### src/rtl/permutation_stream_if.sv
// Slice stream bus of the permutation unit: block control, input slice
// handshake and the registered output slice with its index.
interface permutation_stream_if #(
    parameter int N     = 5,
    parameter int CNT_W = 6
);
    logic             start;
    logic [1:0]       mode;
    logic [N*N-1:0]   matrixIn;
    logic             inValid;
    logic             putInput;
    logic [N*N-1:0]   matrixOut;
    logic             outValid;
    logic             outReady;
    logic [CNT_W-1:0] sliceIdx;
    logic             ready;
    logic             done;

    // Upstream/downstream environment driving the unit.
    modport master (
        output start, mode, matrixIn, inValid, outReady,
        input  putInput, matrixOut, outValid, sliceIdx, ready, done
    );

    // The permutation unit itself.
    modport slave (
        input  start, mode, matrixIn, inValid, outReady,
        output putInput, matrixOut, outValid, sliceIdx, ready, done
    );
endinterface

### src/rtl/permutation_stream.sv
// Streaming slice permutation: maps each N x N slice of a COUNT-slice block
// through identity, pi, inverse pi or transpose into a registered output
// stage with valid/ready backpressure and a done pulse at block end.
module permutation_stream #(
    parameter int N     = 5,
    parameter int COUNT = 64,
    parameter int INV3  = 2,
    parameter int CNT_W = (COUNT > 1) ? $clog2(COUNT) : 1
) (
    input logic                 clk,
    input logic                 rst,
    permutation_stream_if.slave bus
);
    localparam int                 W    = N * N;
    localparam logic [CNT_W-1:0]   LAST = CNT_W'(COUNT - 1);

    typedef enum logic [1:0] {
        S_IDLE  = 2'b00,
        S_RUN   = 2'b01,
        S_FLUSH = 2'b10,
        S_DONE  = 2'b11
    } state_e;

    typedef enum logic [1:0] {
        MODE_ID  = 2'b00,
        MODE_PI  = 2'b01,
        MODE_IPI = 2'b10,
        MODE_TR  = 2'b11
    } mode_e;

    state_e           state_q, state_d;
    mode_e            mode_q, mode_d;
    logic [CNT_W-1:0] cnt_q, cnt_d;
    logic [W-1:0]     out_q, out_d;
    logic [CNT_W-1:0] idx_q, idx_d;
    logic             vld_q, vld_d;

    logic             put;
    logic             acc;
    logic             last;
    logic [W-1:0]     pi_map, ipi_map, tr_map, mapped;

    // Constant index wiring for each mapping; bit N*y+x holds A[x][y].
    for (genvar y = 0; y < N; y++) begin : g_y
        for (genvar x = 0; x < N; x++) begin : g_x
            localparam int PI_X  = (x + 3 * y) % N;
            localparam int PI_Y  = x;
            localparam int IPI_X = y;
            localparam int IPI_Y = (INV3 * ((x + N - y) % N)) % N;
            assign pi_map[N*y+x]  = bus.matrixIn[N*PI_Y+PI_X];
            assign ipi_map[N*y+x] = bus.matrixIn[N*IPI_Y+IPI_X];
            assign tr_map[N*y+x]  = bus.matrixIn[N*x+y];
        end
    end

    // Select the mapping chosen by the mode latched at block start.
    always_comb begin
        // NOTE: every combinational output gets a default first so no path
        // leaves it unassigned, which would otherwise infer a latch.
        mapped = bus.matrixIn;
        case (mode_q)
            MODE_ID:  mapped = bus.matrixIn;
            MODE_PI:  mapped = pi_map;
            MODE_IPI: mapped = ipi_map;
            MODE_TR:  mapped = tr_map;
            default:  mapped = bus.matrixIn;
        endcase
    end

    assign put  = (state_q == S_RUN) && (!vld_q || bus.outReady);
    assign acc  = bus.inValid && put;
    assign last = (cnt_q == LAST);

    // Next-state logic for the block FSM, slice counter and output stage.
    always_comb begin
        state_d = state_q;
        mode_d  = mode_q;
        cnt_d   = cnt_q;
        out_d   = out_q;
        idx_d   = idx_q;
        vld_d   = vld_q;

        case (state_q)
            S_IDLE: begin
                if (bus.start) begin
                    mode_d  = mode_e'(bus.mode);
                    cnt_d   = '0;
                    state_d = S_RUN;
                end
            end
            S_RUN: begin
                if (acc && last) begin
                    state_d = S_FLUSH;
                end
            end
            S_FLUSH: begin
                if (!vld_q || bus.outReady) begin
                    state_d = S_DONE;
                end
            end
            S_DONE: begin
                state_d = S_IDLE;
            end
            default: begin
                state_d = S_IDLE;
            end
        endcase

        // An accepted slice overwrites the output stage even while the old
        // one is being consumed, so full-rate streaming has no bubble.
        if (acc) begin
            out_d = mapped;
            idx_d = cnt_q;
            vld_d = 1'b1;
            // Hold at the last index instead of wrapping; the counter is
            // not consulted again until the next start clears it.
            if (!last) begin
                cnt_d = cnt_q + CNT_W'(1);
            end
        end else if (vld_q && bus.outReady) begin
            vld_d = 1'b0;
        end
    end

    // State and output registers with synchronous active-low reset.
    always_ff @(posedge clk) begin
        // NOTE: sequential state uses non-blocking assignments so every
        // register samples the pre-edge values regardless of statement order.
        if (!rst) begin
            state_q <= S_IDLE;
            mode_q  <= MODE_ID;
            cnt_q   <= '0;
            out_q   <= '0;
            idx_q   <= '0;
            vld_q   <= 1'b0;
        end else begin
            state_q <= state_d;
            mode_q  <= mode_d;
            cnt_q   <= cnt_d;
            out_q   <= out_d;
            idx_q   <= idx_d;
            vld_q   <= vld_d;
        end
    end

    assign bus.putInput  = put;
    assign bus.matrixOut = out_q;
    assign bus.outValid  = vld_q;
    assign bus.sliceIdx  = idx_q;
    assign bus.ready     = (state_q == S_IDLE);
    assign bus.done      = (state_q == S_DONE);
endmodule
### src/flat_wrapper.sv
// flat-port wrapper written by rule: the top's interface ports become plain ports
module permutation_stream_flat 
#(
    parameter int N     = 5,
    parameter int COUNT = 64,
    parameter int INV3  = 2,
    parameter int CNT_W = (COUNT > 1) ? $clog2(COUNT) : 1
)
  (clk, rst, bus_start, bus_mode, bus_matrixIn, bus_inValid, bus_outReady, bus_putInput, bus_matrixOut, bus_outValid, bus_sliceIdx, bus_ready, bus_done);
  permutation_stream_if #(.N(N), .CNT_W(CNT_W)) bus_i ();
  input logic clk;
  input logic rst;
  input wire logic [$bits(bus_i.start)-1:0] bus_start;
  input wire logic [$bits(bus_i.mode)-1:0] bus_mode;
  input wire logic [$bits(bus_i.matrixIn)-1:0] bus_matrixIn;
  input wire logic [$bits(bus_i.inValid)-1:0] bus_inValid;
  input wire logic [$bits(bus_i.outReady)-1:0] bus_outReady;
  output wire logic [$bits(bus_i.putInput)-1:0] bus_putInput;
  output wire logic [$bits(bus_i.matrixOut)-1:0] bus_matrixOut;
  output wire logic [$bits(bus_i.outValid)-1:0] bus_outValid;
  output wire logic [$bits(bus_i.sliceIdx)-1:0] bus_sliceIdx;
  output wire logic [$bits(bus_i.ready)-1:0] bus_ready;
  output wire logic [$bits(bus_i.done)-1:0] bus_done;
  assign bus_i.start = bus_start;
  assign bus_i.mode = bus_mode;
  assign bus_i.matrixIn = bus_matrixIn;
  assign bus_i.inValid = bus_inValid;
  assign bus_i.outReady = bus_outReady;
  assign bus_putInput = bus_i.putInput;
  assign bus_matrixOut = bus_i.matrixOut;
  assign bus_outValid = bus_i.outValid;
  assign bus_sliceIdx = bus_i.sliceIdx;
  assign bus_ready = bus_i.ready;
  assign bus_done = bus_i.done;
  permutation_stream #(.N(N), .COUNT(COUNT), .INV3(INV3), .CNT_W(CNT_W)) u_core (.clk(clk), .rst(rst), .bus(bus_i));
endmodule
### config.mk
export PLATFORM = sky130hd
export DESIGN_NAME = permutation_stream_flat
export DESIGN_NICKNAME = d
export VERILOG_FILES = /design/src/rtl/permutation_stream_if.sv /design/src/rtl/permutation_stream.sv /design/src/flat_wrapper.sv
export SDC_FILE = /design/constraint.sdc
export NUM_CORES = 1
export LEC_CHECK = 0
export CAP_MARGIN = 20
export CORE_MARGIN = 8
export CORE_UTILIZATION = 28
export DETAILED_ROUTE_END_ITERATION = 16
export GPL_ROUTABILITY_DRIVEN = 0
export GPL_TIMING_DRIVEN = 0
export PLACE_DENSITY = 0.62
export RECOVER_POWER = 100
export SYNTH_ARGS = -nofsm -noshare
export SYNTH_HDL_FRONTEND = slang
export SYNTH_SLANG_ARGS = --single-unit
### constraint.sdc
create_clock -name clk -period 2.4 [get_ports clk]
set_clock_uncertainty 0.1 [all_clocks]
set_input_delay 0.72 -clock clk [delete_from_list [all_inputs] [get_ports clk]]
set_output_delay 0.72 -clock clk [all_outputs]
set_load 0.03 [all_outputs]
==> results_dict.tcl <==
set metrics [dict create \
    cts_tree "built" \
    synth_nets 308 \
    wl_mm 6.872 \
    ys.flop_type "dfxtp_1" \
    fin_area_sq_um 3158 \
    setup_violations 0 \
    finalCritPeriodShare_pct 94.81 \
    post_cts_buffers 0 \
    core_area_sq_um 7767 \
    final_layout_size_suffix_gt1_share_pct 11.63 \
    p_total_mw 2.722 \
    drt_pass1_iterations 4 \
    path_class "in2out" \
    route.detailed.drc 0 \
    hold_class "reg2reg" \
    dieArea_sq_um 11220 \
    synthDistinctLibCells 37 \
    synth.cell_area_sq_um 2263 \
    top_usage_layer "met2" \
    die_width_microns 105.9 \
    grt_pass1_wl_mm 11.18 \
    synth-edff-count 0 \
    crit_path_start_kind "input port" \
    place.port_buffers 66 \
    period_minus_slack_ns 2.275 \
    numCtsBuffers 5 \
    leakage_nw 1.171 \
    cp.arrival_ns 1.46 \
    slew_viol_final 0 \
    crit_path_end_kind "primary output" \
    synth_common_cells "nand2_1, dfxtp_1, a21oi_1" \
    worstPathRequired_ns 1.58 \
    route.vias.total 2242 \
    use_met2_pct 20.06 \
    ys_ff_latch 42 \
    nets 381 \
    antenna_cells 0 \
    syn_area_per_cell_sq_um 8.383 \
    synth_warnings 0 \
    grt_max_degree 13 \
    place_area_sq_um 3052 \
    netlist_instances 270 \
    core.rowCount 32 \
    rsz0062_at_grt "false" \
    grt.total_usage_pct 12.22 \
    io_pins 67 \
    relSlewSlack_pct 65.88 \
    grt_overflow 0 \
    root_buffer "clkbuf_8" \
    ir_drop_v 0.0002971 \
    clk_latency_ns 0.30 \
    powerDensity_nw_per_um2 861.8 \
    grtUsageMet1_pct 14.81 \
    yosysMostFrequentCell "nand2_1" \
    hold_viol 0 \
    tightest_slew_ns 0.5118 \
    yosysTopAreaCell "dfxtp_1" \
    drt_iter0_markers 76 \
    die_h_microns 105.9 \
    antenna_found_initial 0 \
    fin_ws_ns 0.1245 \
    yosys.area.top_type_share_pct 37.15 \
    maxCapViolations 0 \
    drtAntennaViolNets 0 \
    cp_max_fo 5 \
    area_delta_synth_final_pct 39.52 \
    dpl.hpwl_mm 5.406 \
    async_reset_ff_share_pct 0 \
    ys_seq_area_share_pct 37.15 \
    synth.area.top_cells "dfxtp_1, nand2_1, mux4_2, mux2i_1, a21oi_1" \
    initial_core_util_pct 29.14 \
    clockBufferDepth 2 \
    cts_hold_buf 0 \
    clk_pin_slew_ns 0.07 \
    cts_sinks 42 \
    grt_pass1_vias 2280 \
    dpl_worst_slack_ns -0.5878 \
    gr-usage-met3_pct 4.046 \
    fmax_mhz 439.5 \
    utilization_pct 40.66 \
    avgViaCountPerCell 5.027 \
    htree_levels 2 \
    post_drt_wl_per_cell_microns 15.41 \
    status "complete, no violations" \
    nFillCells 806 \
]
## placed cells by master, fill, tap and decap left out, types with 2 or more instances in the layout
| master | netlist | layout |
|---|---|---|
| nor3_1 | 8 | 8 |
| nor2_1 | 23 | 23 |
| clkbuf_8 | 0 | 5 |
| nand3_1 | 6 | 6 |
| nor2b_1 | 2 | 2 |
| clkdlybuf4s50_1 | 0 | 29 |
| ha_1 | 6 | 6 |
| nand4_1 | 2 | 2 |
| mux2i_1 | 17 | 17 |
| a21oi_1 | 28 | 28 |
| buf_6 | 1 | 2 |
| clkbuf_1 | 7 | 8 |
| dfxtp_1 | 42 | 42 |
| clkbuf_2 | 0 | 2 |
| mux4_2 | 8 | 8 |
| buf_4 | 2 | 2 |
| dlygate4sd2_1 | 0 | 2 |
| o211ai_1 | 2 | 2 |
| mux2_2 | 4 | 4 |
| buf_2 | 8 | 8 |
| inv_1 | 3 | 3 |
| o21a_1 | 2 | 2 |
| o21ai_0 | 12 | 12 |
| dlygate4sd3_1 | 0 | 33 |
| a211oi_1 | 7 | 7 |
| nand2_1 | 63 | 63 |
## sequential cells by signal, summed over array words and instances, names as in the netlist
signal                cells
u_core.cnt_q              6
u_core.bus.outValid       1
u_core.mode_q             2
u_core.bus.matrixOut     25
u_core.state_q            2
u_core.bus.sliceIdx       6
## power breakdown
| group | switching, mW | leakage (nW) | internal, mW |
|---|---|---|---|
| logic | 0.785 | 0.777 | 0.504 |
| registers | 0.0673 | 0.341 | 0.813 |
| clock network | 0.241 | 0.0524 | 0.312 |
## per-stage QoR
step                hold WS, ns  instances  setup TNS (ns)
floorplan                0.3628        270               0
global placement         0.3444        438          -4.184
detailed placement       0.3459        438          -4.549
CTS                      0.3559        446               0
global route             0.3821        446               0
finish                   0.3515        446               0
## logic make-up (layout without fill, tap and decap cells)
family / Yosys count / in the layout / synth area share (%)
and+or+nand+nor: 113 / 113 / 21.50
DFF: 42 / 42 / 37.15
buffers and inverters: 21 / 95 / 4.588
muxes: 29 / 29 / 17.47
AOI/OAI and AO/OA: 59 / 59 / 15.98
adders and majority gates: 6 / 6 / 3.317
## final cells by class
type	instances	area (sq um)	share of cell area [%]
plain buffers	18	95.09	3.011
clock buffers	7	76.32	2.417
clock inverters	1	30.03	0.9509
inverters	3	11.26	0.3566
multi-input cells	207	1324	41.92
flip-flops and latches	42	840.8	26.62
well taps	102	127.6	4.041
repair buffers	66	653.1	20.68
## path summary, 6_finish.rpt
check,start,to,slack [ns],cells after the start
max,bus_outReady,bus_putInput,0.12,4
min,u_core.bus.matrixOut[0],u_core.bus.matrixOut[0],0.35,2
max reg2reg,u_core.state_q[1],u_core.bus.matrixOut[4],0.36,7
min reg2reg,u_core.bus.matrixOut[0],u_core.bus.matrixOut[0],0.35,2
## critical path, stage by stage
cell and delay, ns:
dlygate4sd2_1 0.25, nand2b_4 0.16, and2_0 0.18, buf_6 0.15
## per-layer routing
layer	routed length (microns)	up-vias
met2	3200	81
met3	548	9
li1	-	1098
met5	0	-
met4	66	0
met1	3057	1054
## repair_timing
action,4_1_cts,5_1_grt
endpoints found under the setup margin,2,5
pin swaps,0,0
gates resized for setup,11,5
gates cloned,0,0
Power figures use the tool's default switching activity.
